[src/rtl/mt_fill_ctrl_pkg.sv]
// Shared types and default widths for the mt19937 fill sequencer.
// The width defaults match the mt19937 generator and the single-port RAM.
package mt_fill_ctrl_pkg;

    localparam int MT_NUM_BITS   = 32;
    localparam int MT_ADDR_WIDTH = 8;

    typedef enum logic [2:0] {
        ST_IDLE      = 3'd0,
        ST_SEED      = 3'd1,
        ST_WAIT_SEED = 3'd2,
        ST_FILL      = 3'd3,
        ST_DONE      = 3'd4
    } fill_state_e;

endpackage

[src/rtl/mt_fill_rd_arb.sv]
// Shared RAM port mux: fill writes while the sequencer owns the RAM, host reads otherwise.
// Read data comes from a synchronous RAM, so rd_valid trails rd_gnt by one cycle.
module mt_fill_rd_arb
    import mt_fill_ctrl_pkg::*;
#(
    parameter int NUM_BITS   = MT_NUM_BITS,
    parameter int ADDR_WIDTH = MT_ADDR_WIDTH
) (
    input  logic                  clk,
    input  logic                  rst_n,
    input  logic                  fill_owns,
    input  logic                  wr_en,
    input  logic [ADDR_WIDTH-1:0] wr_addr,
    input  logic [NUM_BITS-1:0]   wr_data,
    input  logic                  rd_req,
    input  logic [ADDR_WIDTH-1:0] rd_addr,
    output logic                  rd_gnt,
    output logic                  rd_valid,
    output logic [NUM_BITS-1:0]   rd_data,
    output logic                  ram_cs,
    output logic                  ram_we,
    output logic                  ram_oe,
    output logic [ADDR_WIDTH-1:0] ram_addr,
    output logic [NUM_BITS-1:0]   ram_din,
    input  logic [NUM_BITS-1:0]   ram_dout
);

    always_comb begin
        rd_gnt   = rd_req && !fill_owns;
        ram_cs   = 1'b0;
        ram_we   = 1'b0;
        ram_oe   = 1'b0;
        ram_addr = '0;
        ram_din  = '0;
        if (wr_en) begin
            ram_cs   = 1'b1;
            ram_we   = 1'b1;
            ram_addr = wr_addr;
            ram_din  = wr_data;
        end else if (rd_gnt) begin
            ram_cs   = 1'b1;
            ram_oe   = 1'b1;
            ram_addr = rd_addr;
        end
    end

    always_ff @(posedge clk or negedge rst_n) begin
        if (!rst_n) begin
            rd_valid <= 1'b0;
        end else begin
            rd_valid <= rd_gnt;
        end
    end

    assign rd_data = rd_valid ? ram_dout : '0;

endmodule

[src/rtl/mt_fill_ctrl.sv]
// Seeds the mt19937 generator, streams FILL_COUNT words into RAM, and lets a host read back between fills.
// state     | meaning
// IDLE      | waiting for start, host may read RAM
// SEED      | one-cycle seed pulse, pointers reset
// WAIT_SEED | waiting for mt_busy to drop, bounded by SEED_TIMEOUT
// FILL      | accepting generator words into consecutive addresses
// DONE      | fill complete, host may read RAM
module mt_fill_ctrl
    import mt_fill_ctrl_pkg::*;
#(
    parameter int NUM_BITS     = MT_NUM_BITS,
    parameter int ADDR_WIDTH   = MT_ADDR_WIDTH,
    parameter int FILL_COUNT   = 10,
    parameter int BASE_ADDR    = 0,
    parameter int SEED_TIMEOUT = 4096
) (
    input  logic                  clk,
    input  logic                  rst_n,
    input  logic                  start,
    input  logic [NUM_BITS-1:0]   seed_in,
    output logic                  busy,
    output logic                  done,
    output logic                  error,
    output logic [NUM_BITS-1:0]   mt_seed_val,
    output logic                  mt_seed_start,
    input  logic                  mt_busy,
    input  logic [NUM_BITS-1:0]   mt_r_num,
    input  logic                  mt_valid,
    output logic                  mt_ready,
    output logic                  ram_cs,
    output logic                  ram_we,
    output logic                  ram_oe,
    output logic [ADDR_WIDTH-1:0] ram_addr,
    output logic [NUM_BITS-1:0]   ram_din,
    input  logic [NUM_BITS-1:0]   ram_dout,
    input  logic                  rd_req,
    input  logic [ADDR_WIDTH-1:0] rd_addr,
    output logic                  rd_gnt,
    output logic                  rd_valid,
    output logic [NUM_BITS-1:0]   rd_data
);

    localparam int CNT_W = $clog2(FILL_COUNT + 1);
    localparam int TMO_W = $clog2(SEED_TIMEOUT + 1);

    fill_state_e           state, state_nxt;
    logic [ADDR_WIDTH-1:0] wr_ptr;
    logic [CNT_W-1:0]      word_cnt;
    logic [TMO_W-1:0]      tmo_cnt;

    logic start_ok, xfer, last_word, tmo_first, seed_ok, tmo_expire;

    assign start_ok   = start && (state == ST_IDLE || state == ST_DONE);
    assign xfer       = (state == ST_FILL) && mt_valid;
    assign last_word  = (word_cnt == CNT_W'(FILL_COUNT - 1));
    // Timer is loaded with SEED_TIMEOUT, so a full count marks the first WAIT_SEED cycle.
    assign tmo_first  = (tmo_cnt == TMO_W'(SEED_TIMEOUT));
    assign seed_ok    = (state == ST_WAIT_SEED) && !tmo_first && !mt_busy;
    assign tmo_expire = (state == ST_WAIT_SEED) && !seed_ok && (tmo_cnt == TMO_W'(1));

    always_ff @(posedge clk or negedge rst_n) begin
        if (!rst_n) begin
            state <= ST_IDLE;
        end else begin
            state <= state_nxt;
        end
    end

    always_comb begin
        state_nxt = state;
        case (state)
            ST_IDLE, ST_DONE: if (start_ok)           state_nxt = ST_SEED;
            ST_SEED:                                  state_nxt = ST_WAIT_SEED;
            ST_WAIT_SEED: begin
                if (seed_ok)                          state_nxt = ST_FILL;
                else if (tmo_expire)                  state_nxt = ST_IDLE;
            end
            ST_FILL:      if (xfer && last_word)      state_nxt = ST_DONE;
            default:                                  state_nxt = ST_IDLE;
        endcase
    end

    always_comb begin
        busy          = 1'b0;
        done          = 1'b0;
        mt_seed_start = 1'b0;
        mt_ready      = 1'b0;
        case (state)
            ST_SEED: begin
                busy          = 1'b1;
                mt_seed_start = 1'b1;
            end
            ST_WAIT_SEED: busy = 1'b1;
            ST_FILL: begin
                busy     = 1'b1;
                mt_ready = 1'b1;
            end
            ST_DONE: done = 1'b1;
            default: ;
        endcase
    end

    always_ff @(posedge clk or negedge rst_n) begin
        if (!rst_n) begin
            mt_seed_val <= '0;
            error       <= 1'b0;
            wr_ptr      <= ADDR_WIDTH'(BASE_ADDR);
            word_cnt    <= '0;
            tmo_cnt     <= '0;
        end else begin
            if (start_ok) begin
                mt_seed_val <= seed_in;
                error       <= 1'b0;
            end
            if (state == ST_SEED) begin
                wr_ptr   <= ADDR_WIDTH'(BASE_ADDR);
                word_cnt <= '0;
                tmo_cnt  <= TMO_W'(SEED_TIMEOUT);
            end
            if (state == ST_WAIT_SEED) begin
                tmo_cnt <= tmo_cnt - TMO_W'(1);
            end
            if (tmo_expire) begin
                error <= 1'b1;
            end
            if (xfer) begin
                wr_ptr   <= wr_ptr + ADDR_WIDTH'(1);
                word_cnt <= word_cnt + CNT_W'(1);
            end
        end
    end

    mt_fill_rd_arb #(
        .NUM_BITS   (NUM_BITS),
        .ADDR_WIDTH (ADDR_WIDTH)
    ) u_rd_arb (
        .clk       (clk),
        .rst_n     (rst_n),
        .fill_owns (busy),
        .wr_en     (xfer),
        .wr_addr   (wr_ptr),
        .wr_data   (mt_r_num),
        .rd_req    (rd_req),
        .rd_addr   (rd_addr),
        .rd_gnt    (rd_gnt),
        .rd_valid  (rd_valid),
        .rd_data   (rd_data),
        .ram_cs    (ram_cs),
        .ram_we    (ram_we),
        .ram_oe    (ram_oe),
        .ram_addr  (ram_addr),
        .ram_din   (ram_din),
        .ram_dout  (ram_dout)
    );

endmodule

[config.mk]
export PLATFORM = sky130hd
export DESIGN_NAME = mt_fill_ctrl
export DESIGN_NICKNAME = d
export VERILOG_FILES = /design/src/rtl/mt_fill_ctrl_pkg.sv /design/src/rtl/mt_fill_rd_arb.sv /design/src/rtl/mt_fill_ctrl.sv
export SDC_FILE = /design/constraint.sdc
export NUM_CORES = 1
export LEC_CHECK = 0
export CELL_PAD_IN_SITES_DETAIL_PLACEMENT = 1
export CELL_PAD_IN_SITES_GLOBAL_PLACEMENT = 2
export CORE_MARGIN = 2
export CORE_UTILIZATION = 37
export CTS_CLUSTER_SIZE = 10
export DETAILED_ROUTE_END_ITERATION = 7
export DONT_BUFFER_PORTS = 1
export PLACE_DENSITY = 0.91
export SKIP_CTS_REPAIR_TIMING = 1
export SLEW_MARGIN = 25
export SYNTH_ARGS = -nofsm -noshare
export SYNTH_HDL_FRONTEND = slang
export SYNTH_SLANG_ARGS = --single-unit
[constraint.sdc]
create_clock -name clk -period 3.1 [get_ports clk]
set_input_delay 0.62 -clock clk [delete_from_list [all_inputs] [get_ports clk]]
set_output_delay 0.62 -clock clk [all_outputs]
set_load 0.02 [all_outputs]
==> metrics.txt <==
# TYPE chip_impl_metric gauge
chip_impl_metric{name="design.core.area",unit="sq um"} 8593
chip_impl_metric{name="power.combinational.fraction",unit=""} 0.286
chip_impl_info{name="clock-root-buffer",value="sky130_fd_sc_hd__clkbuf_8"} 1
chip_impl_metric{name="globalRouteTotalUtil",unit=""} 0.1664
chip_impl_metric{name="min_period",unit="ns"} 2.589
chip_impl_metric{name="detailedRoute.firstPassIterationCount",unit=""} 5
chip_impl_metric{name="hold_viol_final",unit=""} 0
chip_impl_info{name="reg2reg_from",value="state[2]"} 1
chip_impl_metric{name="clock_tree.htree_level_count",unit=""} 3
chip_impl_info{name="worstSetupStartpointType",value="register"} 1
chip_impl_metric{name="final_wirelength",unit="um"} 8442
chip_impl_metric{name="final.period_utilization",unit=""} 0.8353
chip_impl_metric{name="clkLatencyLatePin",unit="ns"} 0.34
chip_impl_metric{name="worst_max_slew_pin_slew",unit="ns"} 0.8167
chip_impl_metric{name="cts_buffers",unit=""} 9
chip_impl_metric{name="post_route_cells_drive_above_1_share",unit=""} 0.1804
chip_impl_metric{name="grt_first_pass_wirelength",unit="um"} 12500
chip_impl_metric{name="power_per_cell_area",unit="nW/um^2"} 938.0
chip_impl_metric{name="area_growth",unit="%"} 10.01
chip_impl_metric{name="antenna_found_initial",unit=""} 0
chip_impl_info{name="synth_flop_cell",value="sky130_fd_sc_hd__dfrtp_1"} 1
chip_impl_info{name="rsz_0062_raised_after_global_routing",value="no"} 1
chip_impl_metric{name="synth_fp_nets",unit=""} 427
chip_impl_metric{name="reg2reg_setup_slack",unit="ns"} 0.92
chip_impl_metric{name="timing.final.max_slew_violations",unit=""} 0
chip_impl_metric{name="vdd_ir_drop_max",unit="V"} 0.0003058
chip_impl_metric{name="ys_ff_latch",unit=""} 62
chip_impl_metric{name="globalplace.congestion",unit=""} 0.7982
chip_impl_metric{name="total_switching_power",unit="mW"} 1.446
chip_impl_metric{name="register_area",unit="sq um"} 1551
chip_impl_metric{name="post-layout-total-power",unit="mW"} 3.341
chip_impl_metric{name="finClkSkew",unit="ns"} 0.009121
chip_impl_metric{name="timing.fmax",unit="GHz"} 0.3862
chip_impl_metric{name="antenna_violating_nets_post_route",unit=""} 0
chip_impl_metric{name="synth_cell_area",unit="sq um"} 3238
chip_impl_metric{name="power.internal",unit="mW"} 1.896
chip_impl_metric{name="fin_setup_tns",unit="ns"} 0
chip_impl_metric{name="power.share.switching",unit=""} 0.4327
chip_impl_metric{name="ys_async_sr_fraction",unit=""} 1.000
chip_impl_metric{name="fillerInstances",unit=""} 963
chip_impl_metric{name="share_clk_of_total_power",unit=""} 0.214
chip_impl_metric{name="grt_overflow_total",unit=""} 0
chip_impl_metric{name="seqPwrFrac",unit=""} 0.500
chip_impl_metric{name="detail_route.vias_per_cell",unit=""} 5.618
chip_impl_metric{name="synth_top_cell_area_share",unit=""} 0.4791
chip_impl_metric{name="clk_pin_slew",unit="ns"} 0.08
chip_impl_metric{name="timing.slew.headroom",unit=""} 0.4556
chip_impl_metric{name="cp.required",unit="ns"} 2.48
chip_impl_metric{name="ys_warn_count",unit=""} 0
chip_impl_metric{name="critPathMaxFanout",unit=""} 11
chip_impl_metric{name="floorplan.rows",unit=""} 34
chip_impl_info{name="critPathCaptureType",value="output port"} 1
chip_impl_metric{name="worst_ep_arrival_time",unit="ns"} 1.97
chip_impl_metric{name="grt_max_degree",unit=""} 63
chip_impl_metric{name="detailed_place_hpwl",unit="um"} 6339
chip_impl_metric{name="initial_utilization",unit=""} 0.3768
chip_impl_info{name="cts_tree",value="built"} 1
chip_impl_metric{name="maxCapViolCount",unit=""} 0
chip_impl_metric{name="first_global_vias",unit=""} 2401
chip_impl_metric{name="dp.cells",unit=""} 407
chip_impl_metric{name="drc",unit=""} 0
chip_impl_metric{name="num-nets-final",unit=""} 427
chip_impl_metric{name="final_core_density",unit=""} 0.4145
chip_impl_info{name="synth.area.top_cells",value="sky130_fd_sc_hd__dfrtp_1 48%, sky130_fd_sc_hd__and2_1 13%, sky130_fd_sc_hd__mux2_2 11%, sky130_fd_sc_hd__o21ai_0 3.6%, sky130_fd_sc_hd__a22o_1 2.7%"} 1
chip_impl_metric{name="post_synth.cell_area_avg",unit="sq um"} 10.41
chip_impl_metric{name="dr_total_vias",unit=""} 2382
chip_impl_info{name="post_synth_top_area_cell",value="sky130_fd_sc_hd__dfrtp_1"} 1
chip_impl_metric{name="cts_buffer_depth",unit=""} 2
chip_impl_info{name="setup.worst_path.start",value="state[0]"} 1
chip_impl_metric{name="cts_sinks",unit=""} 62
chip_impl_metric{name="ys_types",unit=""} 42
chip_impl_metric{name="design.portCount",unit=""} 224
chip_impl_metric{name="die_w",unit="um"} 97.55
chip_impl_metric{name="final-setup-viol-count",unit=""} 0
chip_impl_metric{name="die_area",unit="sq um"} 9516
chip_impl_metric{name="multi_input_comb_area",unit="sq um"} 1580
chip_impl_metric{name="drt-wirelength-per-cell",unit="um"} 19.91
chip_impl_info{name="layout.cells.most_common_list",value="66 x sky130_fd_sc_hd__and2_1, 62 x sky130_fd_sc_hd__dfrtp_1, 31 x sky130_fd_sc_hd__mux2_2"} 1
chip_impl_metric{name="synth_sequential_area_ratio",unit=""} 0.4791
chip_impl_metric{name="diodes",unit=""} 0
chip_impl_info{name="outcome",value="completed"} 1
chip_impl_metric{name="buffer_ports.inserted",unit=""} 0
chip_impl_metric{name="final-instance-count-excl-fill",unit=""} 424
chip_impl_metric{name="detail_route.iter0.violations",unit=""} 102
chip_impl_info{name="layout.cells.most_common",value="sky130_fd_sc_hd__and2_1"} 1
chip_impl_info{name="hold_path_class",value="in -> async"} 1
chip_impl_metric{name="finalHoldWorstSlack",unit="ns"} 0.1405
chip_impl_metric{name="die_height",unit="um"} 97.55
chip_impl_metric{name="power.static_leakage",unit="nW"} 1.604
chip_impl_metric{name="synthCells",unit=""} 311
chip_impl_info{name="setup.worst_path.class",value="reg -> out"} 1
chip_impl_metric{name="synth-edff-count",unit=""} 0
[cell usage after synthesis (all sizes together) (3+ instances only)]
master	instances
and2	66
dfrtp	62
mux2	32
o21ai	23
nand2	21
nor2	13
buf	11
a22o	10
nand3	9
inv	8
clkbuf	6
ha	6
mux2i	5
and3	4
nand4	4
a31oi	3
nor2b	3
nor3	3
nor4	3
[critical path: stages, from the launching register on]
cell and delay [ns]:
sky130_fd_sc_hd__dfrtp_1 0.51, sky130_fd_sc_hd__nor2_1 0.21, sky130_fd_sc_hd__nor2_1 0.06, sky130_fd_sc_hd__buf_4 0.18, sky130_fd_sc_hd__nor2b_1 0.14, sky130_fd_sc_hd__buf_4 0.23
sky130_fd_sc_hd__a22o_1 0.29
[per-layer routing]
metal	track usage	vias to the layer above	part of all wire
li1	-	1070	-
met1	0.2105	1171	0.43
met2	0.2610	130	0.47
met3	0.05540	11	0.078
met4	0.07051	0	0.016
met5	0	-	0
[cells by family after synthesis]
family,synth area share
adder cells (fa/ha/maj),0.02318
XOR/XNOR,0.005411
flip-flops,0.4791
AO/OA/AOI/OAI,0.09042
buffers and inverters,0.03477
multiplexers,0.1267
AND/OR/NAND/NOR,0.2403
[state kept, by name, summed over array words and instances (netlist names)]
name	cells
mt_seed_val	32
tmo_cnt	13
word_cnt	4
error	1
u_rd_arb.rd_valid	1
wr_ptr	8
state	3
[cell type report]
cell class / count / area share
clock inverters: 5 / 0.01651
well taps: 108 / 0.03793
multi-input cells: 224 / 0.4436
repair buffers: 6 / 0.01826
flip-flops and latches: 62 / 0.4355
clock buffers: 11 / 0.03969
inverters: 8 / 0.008430
[power groups by stage]
stage | Clock [mW] | Sequential (mW) | Combinational (mW)
floorplan | 0 | 1.55 | 0.831
global placement | 0 | 1.66 | 0.901
detailed placement | 0 | 1.68 | 0.946
CTS | 0.731 | 1.67 | 0.951
global route | 0.766 | 1.73 | 1.07
finish | 0.715 | 1.67 | 0.957
[path summary, 6_finish.rpt]
kind | endpoint | cells after the start
worst max-delay path | ram_addr[2] | 6
worst min-delay path | mt_seed_val[2] | 1
worst max register to register | wr_ptr[2] | 6
worst min register to register | tmo_cnt[11] | 1
max in group asynchronous | mt_seed_val[23] | 1
min in group clk | mt_seed_val[30] | 1
[through the flow]
stage	instance area, sq um	setup WS, ns
after floorplan	3238	0.9421
after global placement	3334	0.9241
after detailed placement	3334	0.8494
after CTS	3535	0.4624
after global routing	3562	0.3059
final	3562	0.5106
No activity file was read; power rests on OpenSTA's default activity.
